--- src/rtl/mlp_pkg.sv ---
// Shared definitions for the PU layer front end.
//   - c_state_e : compute FSM encoding (idle, PU restart, PU run, result handoff)
//   - NUM_BANKS : number of frame banks used for double buffering
package mlp_pkg;

    localparam int NUM_BANKS = 2;

    typedef enum logic [1:0] {
        C_IDLE  = 2'd0,
        C_START = 2'd1,
        C_RUN   = 2'd2,
        C_DONE  = 2'd3
    } c_state_e;

endpackage

--- src/rtl/pu_input_loader_if.sv ---
// Serial sample stream into the PU input loader.
//   in_data  : sample value (n bits, two's complement, stored unaltered)
//   in_valid : sample present
//   in_last  : sample is the final one of its frame
//   in_ready : loader can accept a sample this cycle
// master = sample producer, slave = loader.
interface pu_input_loader_if #(
    parameter int n = 8
) ();

    logic [n-1:0] in_data;
    logic         in_valid;
    logic         in_last;
    logic         in_ready;

    modport master (
        output in_data,
        output in_valid,
        output in_last,
        input  in_ready
    );

    modport slave (
        input  in_data,
        input  in_valid,
        input  in_last,
        output in_ready
    );

endinterface

--- src/rtl/frame_bank.sv ---
// One frame bank: number_of_input slots of n bits each.
//   clk, rst : clock and synchronous active-high clear of every slot
//   we_i     : write data_i into slot idx_i at the rising edge
//   idx_i    : slot index
//   data_i   : sample to store
//   bank_o   : whole bank as a flat bus, slot i at bits [i*n +: n]
module frame_bank #(
    parameter int n                     = 8,
    parameter int number_of_input       = 62,
    parameter int clog2_number_of_input = 6
) (
    input  logic                             clk,
    input  logic                             rst,
    input  logic                             we_i,
    input  logic [clog2_number_of_input-1:0] idx_i,
    input  logic [n-1:0]                     data_i,
    output logic [number_of_input*n-1:0]     bank_o
);

    logic [number_of_input*n-1:0] mem_q;
    logic [number_of_input*n-1:0] mem_d;

    // Slot write: only the addressed slot changes.
    always_comb begin
        mem_d = mem_q;
        if (we_i) begin
            mem_d[idx_i*n +: n] = data_i;
        end else begin
            mem_d = mem_q;
        end
    end

    // Bank storage register.
    always_ff @(posedge clk) begin
        if (rst) begin
            mem_q <= {(number_of_input*n){1'b0}};
        end else begin
            mem_q <= mem_d;
        end
    end

    assign bank_o = mem_q;

endmodule

--- src/rtl/pu_input_loader.sv ---
// Writer-side front end for a layer of PU neurons.
// Collects number_of_input samples per frame into one of two banks, then
// restarts the PUs, enables them until they report ready, and releases the
// bank. The other bank keeps loading while the current frame computes.
//   clk, rst   : clock, synchronous active-high reset
//   in_if      : sample stream (data/valid/last in, ready out)
//   datas      : frame of the bank being computed, sample i at [i*n +: n]
//   pu_rst     : PU restart (also held during rst)
//   pu_clk_en  : PU clock enable while running
//   pu_ready   : PU result-ready flag
//   layer_done : one-cycle pulse, results valid and frame released
//   busy       : compute side active
//   frame_err  : sticky framing error (short frame or missing last)
module pu_input_loader
    import mlp_pkg::*;
#(
    parameter int n                     = 8,
    parameter int number_of_input       = 62,
    parameter int clog2_number_of_input = 6
) (
    input  logic                         clk,
    input  logic                         rst,
    pu_input_loader_if.slave             in_if,
    output logic [number_of_input*n-1:0] datas,
    output logic                         pu_rst,
    output logic                         pu_clk_en,
    input  logic                         pu_ready,
    output logic                         layer_done,
    output logic                         busy,
    output logic                         frame_err
);

    localparam logic [clog2_number_of_input-1:0] LAST_IDX =
        clog2_number_of_input'(number_of_input - 1);

    c_state_e                         state_q, state_d;
    logic [NUM_BANKS-1:0]             full_q, full_d;
    logic                             wr_bank_q, wr_bank_d;
    logic                             rd_bank_q, rd_bank_d;
    logic [clog2_number_of_input-1:0] wr_cnt_q, wr_cnt_d;
    logic                             frame_err_q, frame_err_d;

    logic                             in_ready_s;
    logic                             hs_s;
    logic [NUM_BANKS-1:0]             bank_we_s;
    logic [number_of_input*n-1:0]     bank_data_s [NUM_BANKS];

    assign in_ready_s     = ~rst & ~full_q[wr_bank_q];
    assign in_if.in_ready = in_ready_s;
    assign hs_s           = in_if.in_valid & in_ready_s;

    for (genvar b = 0; b < NUM_BANKS; b++) begin : g_bank
        assign bank_we_s[b] = hs_s & (wr_bank_q == 1'(b));

        frame_bank #(
            .n                     (n),
            .number_of_input       (number_of_input),
            .clog2_number_of_input (clog2_number_of_input)
        ) u_bank (
            .clk    (clk),
            .rst    (rst),
            .we_i   (bank_we_s[b]),
            .idx_i  (wr_cnt_q),
            .data_i (in_if.in_data),
            .bank_o (bank_data_s[b])
        );
    end

    // Fill side and bank ownership. A completing handshake never targets the
    // bank being released: the write bank is empty, the released bank is full.
    always_comb begin
        wr_cnt_d    = wr_cnt_q;
        wr_bank_d   = wr_bank_q;
        frame_err_d = frame_err_q;
        full_d      = full_q;
        if (hs_s) begin
            if (wr_cnt_q == LAST_IDX) begin
                // Slot count alone closes a frame; a missing last is flagged.
                full_d[wr_bank_q] = 1'b1;
                wr_cnt_d          = {clog2_number_of_input{1'b0}};
                wr_bank_d         = ~wr_bank_q;
                if (!in_if.in_last) begin
                    frame_err_d = 1'b1;
                end else begin
                    frame_err_d = frame_err_q;
                end
            end else if (in_if.in_last) begin
                // Short frame: drop it and refill the same bank from slot 0.
                wr_cnt_d    = {clog2_number_of_input{1'b0}};
                frame_err_d = 1'b1;
            end else begin
                wr_cnt_d = wr_cnt_q + 1'b1;
            end
        end else begin
            wr_cnt_d = wr_cnt_q;
        end
        if (state_q == C_DONE) begin
            full_d[rd_bank_q] = 1'b0;
        end else begin
            full_d[rd_bank_q] = full_d[rd_bank_q];
        end
    end

    // Compute FSM next state and read-bank advance.
    always_comb begin
        state_d   = state_q;
        rd_bank_d = rd_bank_q;
        case (state_q)
            C_IDLE: begin
                if (full_q[rd_bank_q]) begin
                    state_d = C_START;
                end else begin
                    state_d = C_IDLE;
                end
            end
            C_START: state_d = C_RUN;
            C_RUN: begin
                if (pu_ready) begin
                    state_d = C_DONE;
                end else begin
                    state_d = C_RUN;
                end
            end
            C_DONE: begin
                state_d   = C_IDLE;
                rd_bank_d = ~rd_bank_q;
            end
            default: state_d = C_IDLE;
        endcase
    end

    // State registers.
    always_ff @(posedge clk) begin
        if (rst) begin
            state_q     <= C_IDLE;
            full_q      <= {NUM_BANKS{1'b0}};
            wr_bank_q   <= 1'b0;
            rd_bank_q   <= 1'b0;
            wr_cnt_q    <= {clog2_number_of_input{1'b0}};
            frame_err_q <= 1'b0;
        end else begin
            state_q     <= state_d;
            full_q      <= full_d;
            wr_bank_q   <= wr_bank_d;
            rd_bank_q   <= rd_bank_d;
            wr_cnt_q    <= wr_cnt_d;
            frame_err_q <= frame_err_d;
        end
    end

    assign datas      = bank_data_s[rd_bank_q];
    assign pu_rst     = rst | (state_q == C_START);
    assign pu_clk_en  = (state_q == C_RUN);
    assign layer_done = (state_q == C_DONE);
    assign busy       = (state_q != C_IDLE);
    assign frame_err  = frame_err_q;

endmodule

--- src/flat_wrapper.sv ---
// flat-port wrapper written by rule: the top's interface ports become plain ports
module pu_input_loader_flat import mlp_pkg::*;
#(
    parameter int n                     = 8,
    parameter int number_of_input       = 62,
    parameter int clog2_number_of_input = 6
)
  (clk, rst, datas, pu_rst, pu_clk_en, pu_ready, layer_done, busy, frame_err, in_if_in_data, in_if_in_valid, in_if_in_last, in_if_in_ready);
  pu_input_loader_if #(.n(n)) in_if_i ();
  input  logic clk;
  input  logic rst;
  output logic [number_of_input*n-1:0] datas;
  output logic pu_rst;
  output logic pu_clk_en;
  input  logic pu_ready;
  output logic layer_done;
  output logic busy;
  output logic frame_err;
  input wire logic [$bits(in_if_i.in_data)-1:0] in_if_in_data;
  input wire logic [$bits(in_if_i.in_valid)-1:0] in_if_in_valid;
  input wire logic [$bits(in_if_i.in_last)-1:0] in_if_in_last;
  output wire logic [$bits(in_if_i.in_ready)-1:0] in_if_in_ready;
  assign in_if_i.in_data = in_if_in_data;
  assign in_if_i.in_valid = in_if_in_valid;
  assign in_if_i.in_last = in_if_in_last;
  assign in_if_in_ready = in_if_i.in_ready;
  pu_input_loader #(.n(n), .number_of_input(number_of_input), .clog2_number_of_input(clog2_number_of_input)) u_core (.clk(clk), .rst(rst), .in_if(in_if_i), .datas(datas), .pu_rst(pu_rst), .pu_clk_en(pu_clk_en), .pu_ready(pu_ready), .layer_done(layer_done), .busy(busy), .frame_err(frame_err));
endmodule
--- config.mk ---
export PLATFORM = sky130hd
export DESIGN_NAME = pu_input_loader_flat
export DESIGN_NICKNAME = d
export VERILOG_FILES = /design/src/rtl/mlp_pkg.sv /design/src/rtl/pu_input_loader_if.sv /design/src/rtl/frame_bank.sv /design/src/rtl/pu_input_loader.sv /design/src/flat_wrapper.sv
export SDC_FILE = /design/constraint.sdc
export NUM_CORES = 2
export LEC_CHECK = 0
export BUFFER_PORTS_ARGS = -buffer_cell sky130_fd_sc_hd__buf_2
export CAP_MARGIN = 10
export CORE_UTILIZATION = 40
export CTS_BUF_LIST = sky130_fd_sc_hd__clkbuf_4 sky130_fd_sc_hd__clkbuf_8
export DETAILED_ROUTE_END_ITERATION = 10
export SLEW_MARGIN = 10
export SYNTH_ARGS = -nofsm -noshare
export SYNTH_HDL_FRONTEND = slang
export SYNTH_SLANG_ARGS = --single-unit
--- constraint.sdc ---
create_clock -name clk -period 9.8 [get_ports clk]
set_input_delay 0.98 -clock clk [delete_from_list [all_inputs] [get_ports clk]]
set_output_delay 0.98 -clock clk [all_outputs]
set_load 0.02 [all_outputs]
==> results.json <==
{
  "fp.coreArea_sq_um": 113000,
  "crit_type": "reg2out",
  "startpoint_type": "register",
  "overflow": 0,
  "rsz0062_at_grt": "false",
  "grt_pass1_vias": 35700,
  "cts.clk_slew.worst_paths_ns": 0.06,
  "grt_usage_pct": 26.5,
  "cts_resized": 0,
  "slew_violations": 0,
  "min_from": "u_core.g_bank[1].u_bank.bank_o[207]",
  "dp_cells": 6419,
  "vdd.ir_drop.worst_mv": 0.128,
  "drc": 0,
  "period_needed_ns": 4.94,
  "skew_ns": 0.0410,
  "maxCapViolations": 0,
  "holdBufCountCts": 0,
  "reg2reg_from": "u_core.wr_cnt_q[0]",
  "syn_area_per_cell_sq_um": 9.77,
  "postCtsSetupRepairBufs": 0,
  "stdcell_count": 6730,
  "grt_antenna_before_repair": 6,
  "worstSetupEndpointType": "primary output",
  "first_iter_violations": 3052,
  "rows": 123,
  "syn_to_final_growth_pct": 16.9,
  "finalCritPeriodShare_pct": 50.4,
  "die_w_um": 341,
  "port_buffers": 514,
  "wl_per_cell_um": 23.7,
  "power_uw": 8590,
  "hp-class": "reg2reg",
  "cp_max_fo": 170,
  "synth_edf_count": 0,
  "required_ns": 8.82,
  "hold_path_end": "u_core.g_bank[1].u_bank.bank_o[207]",
  "cts-root-buf": "clkbuf_8",
  "synthArstFlopShare_pct": 0,
  "antenna_left": 0,
  "ys_warn_count": 0,
  "drt-total-wl_um": 160000,
  "htreeDepth": 4,
  "synth_cell_types": 80,
  "timing.fmax_mhz": 203,
  "setup_viol_count_final": 0,
  "die_h_um": 341,
  "io-pin-count": 515,
  "numCtsBuffers": 176,
  "ys_seq_area_share_pct": 43.8,
  "synth_seq_cells": 1005,
  "grt_max_degree": 219,
  "hold_viol": 0,
  "cts_tree": "done",
  "power.density_nw_per_um2": 160,
  "tightest_slew_ns": 1.33,
  "arrival_ns": 3.96,
  "nNetsFinal": 5121,
  "synth.cell_area_sq_um": 46000,
  "cts.path.max_buffers": 3,
  "viasPerCell": 5.51,
  "synthFlopType": "dfxtp_1",
  "p_leak_uw": 0.0232,
  "grt_pass1_wl_um": 233000,
  "max-slew-margin-rel_pct": 10.6,
  "vias": 37100,
  "dpl_worst_slack_ns": 5.00,
  "rr_endpoint": "u_core.g_bank[0].u_bank.bank_o[236]",
  "final_layout_size_suffix_gt1_share_pct": 29.1,
  "ff2ff_path_depth": 9,
  "clock-sinks": 1005,
  "die-area_sq_um": 116000,
  "start_util_pct": 40.6,
  "regToRegSetupSlack_ns": 4.97,
  "layout_setup_ws_ns": 4.86,
  "syn-num-nets": 4723,
  "nFillCells": 10700,
  "outcome": "finished, final reports clean",
  "tns_ns": 0,
  "hpwlAfterDp_um": 105000,
  "drt-pass1-iter-count": 6,
  "hold_depth": 2,
  "place_congestion": 0.865,
  "final_core_util_pct": 47.5,
  "syn_inst": 4701,
  "clk_latency_ns": 0.89
}
flip-flops by register name (all words and copies together) (netlist names):
register                     flops
u_core.frame_err                 1
u_core.wr_bank_q                 1
u_core.full_q                    2
u_core.state_q                   2
u_core.g_bank.u_bank.bank_o    992
u_core.rd_bank_q                 1
u_core.wr_cnt_q                  6
kinds of logic after synthesis:
kind of cell | Yosys count | share of synthesized area (%)
and+or+nand+nor | 1621 | 20.7
xor gates and xnor gates | 13 | 0.248
adders and majority gates | 9 | 0.245
buffers and inverters | 392 | 3.27
DFF | 1005 | 43.8
AOI/OAI and AO/OA | 642 | 8.08
muxes | 1019 | 23.6
where the power goes:
| group | switching [uW] | total (uW) | internal, uW |
|---|---|---|---|
| Combinational | 203 | 282 | 79.4 |
| Sequential | 1.40 | 4090 | 4090 |
| Clock | 1800 | 4220 | 2420 |
| Total | 2000 | 8590 | 6590 |
cell usage in the layout, fill, tap and decap left out, types with 13 or more instances in the layout:
cell type  instances
nor3_1            16
dfxtp_1         1004
mux2_2           527
clkbuf_4          61
buf_2            510
mux2i_1          491
nand3_1          202
nand4_1           64
nand3b_1         259
or3_1             14
nor2b_1           89
nor4_2            13
a41o_1            14
a21oi_1           95
buf_4             83
nand2_1          225
and3_1            14
o41ai_1           16
nor3b_1           29
o31ai_1           19
o21ai_0          423
clkbuf_8         222
nor3_2            14
nand2b_1         496
o2111ai_1         20
nor2_1           126
final cells by class:
| class | count | area, sq um | share of cell area, % |
|---|---|---|---|
| clock buffer | 282 | 3510 | 6.53 |
| clock inverter | 26 | 365 | 0.680 |
| tap | 1500 | 1880 | 3.49 |
| inverter | 14 | 52.6 | 0.0978 |
| antenna | 1 | 2.50 | 0.00466 |
| multi-input combinational | 3304 | 24500 | 45.7 |
| timing repair buffer | 598 | 3260 | 6.06 |
| sequential | 1005 | 20100 | 37.5 |
cells in the mapped netlist, drive strengths merged, types with 9 or more instances:
library cell	number	area (sq um)
a21oi	96	480
a41o	14	140
and3	14	87.6
buf	41	186
clkbuf	337	1260
dfxtp	1005	20100
ha	9	113
inv	13	48.8
mux2	527	5930
mux2i	492	4920
nand2	233	895
nand2b	496	3100
nand3	202	1010
nand3b	259	1940
nand4	64	400
nor2	137	524
nor2b	89	557
nor3	33	208
nor3b	30	230
nor4	18	224
o2111ai	26	240
o21ai	425	2130
o21bai	10	75.1
o31ai	19	143
o41ai	16	140
or3	14	87.6
or4	12	93.8
metrics by stage:
| step | instance area [sq um] | hold WS [ns] |
|---|---|---|
| 5_1_grt | 53700 | 0.463 |
| 3_5_place_dp | 49800 | 0.444 |
| 3_3_place_gp | 49800 | 0.434 |
| 6_report | 53700 | 0.451 |
| 2_1_floorplan | 46000 | 0.428 |
| 4_1_cts | 53700 | 0.423 |
critical path: stages (launching register included):
cell and delay, ns:
dfxtp_4 0.60, buf_4 0.77, buf_12 0.80, mux2_2 0.48, buf_2 0.18
per-layer routing:
layer  part of all wire, %  vias to the layer above  track usage, %
met3                   6.7                      252            5.53
met5                0.0069                        -               0
li1                      -                    17400               -
met4                   3.8                        2            10.9
met2                    46                     1261            41.9
met1                    44                    18100            35.0
worst max path at each step:
stage	start	end	slack [ns]	cells after the start
2_1_floorplan	u_core.wr_cnt_q[1]	u_core.g_bank[0].u_bank.bank_o[456]	6.57	12
3_3_place_gp	rst	u_core.g_bank[0].u_bank.bank_o[63]	4.99	6
3_5_place_dp	rst	u_core.g_bank[0].u_bank.bank_o[316]	5.00	6
4_1_cts	u_core.rd_bank_q	datas[296]	4.82	4
5_1_grt	u_core.rd_bank_q	datas[296]	4.69	4
6_report	u_core.rd_bank_q	datas[296]	4.86	4
Power figures use the tool's default switching activity.
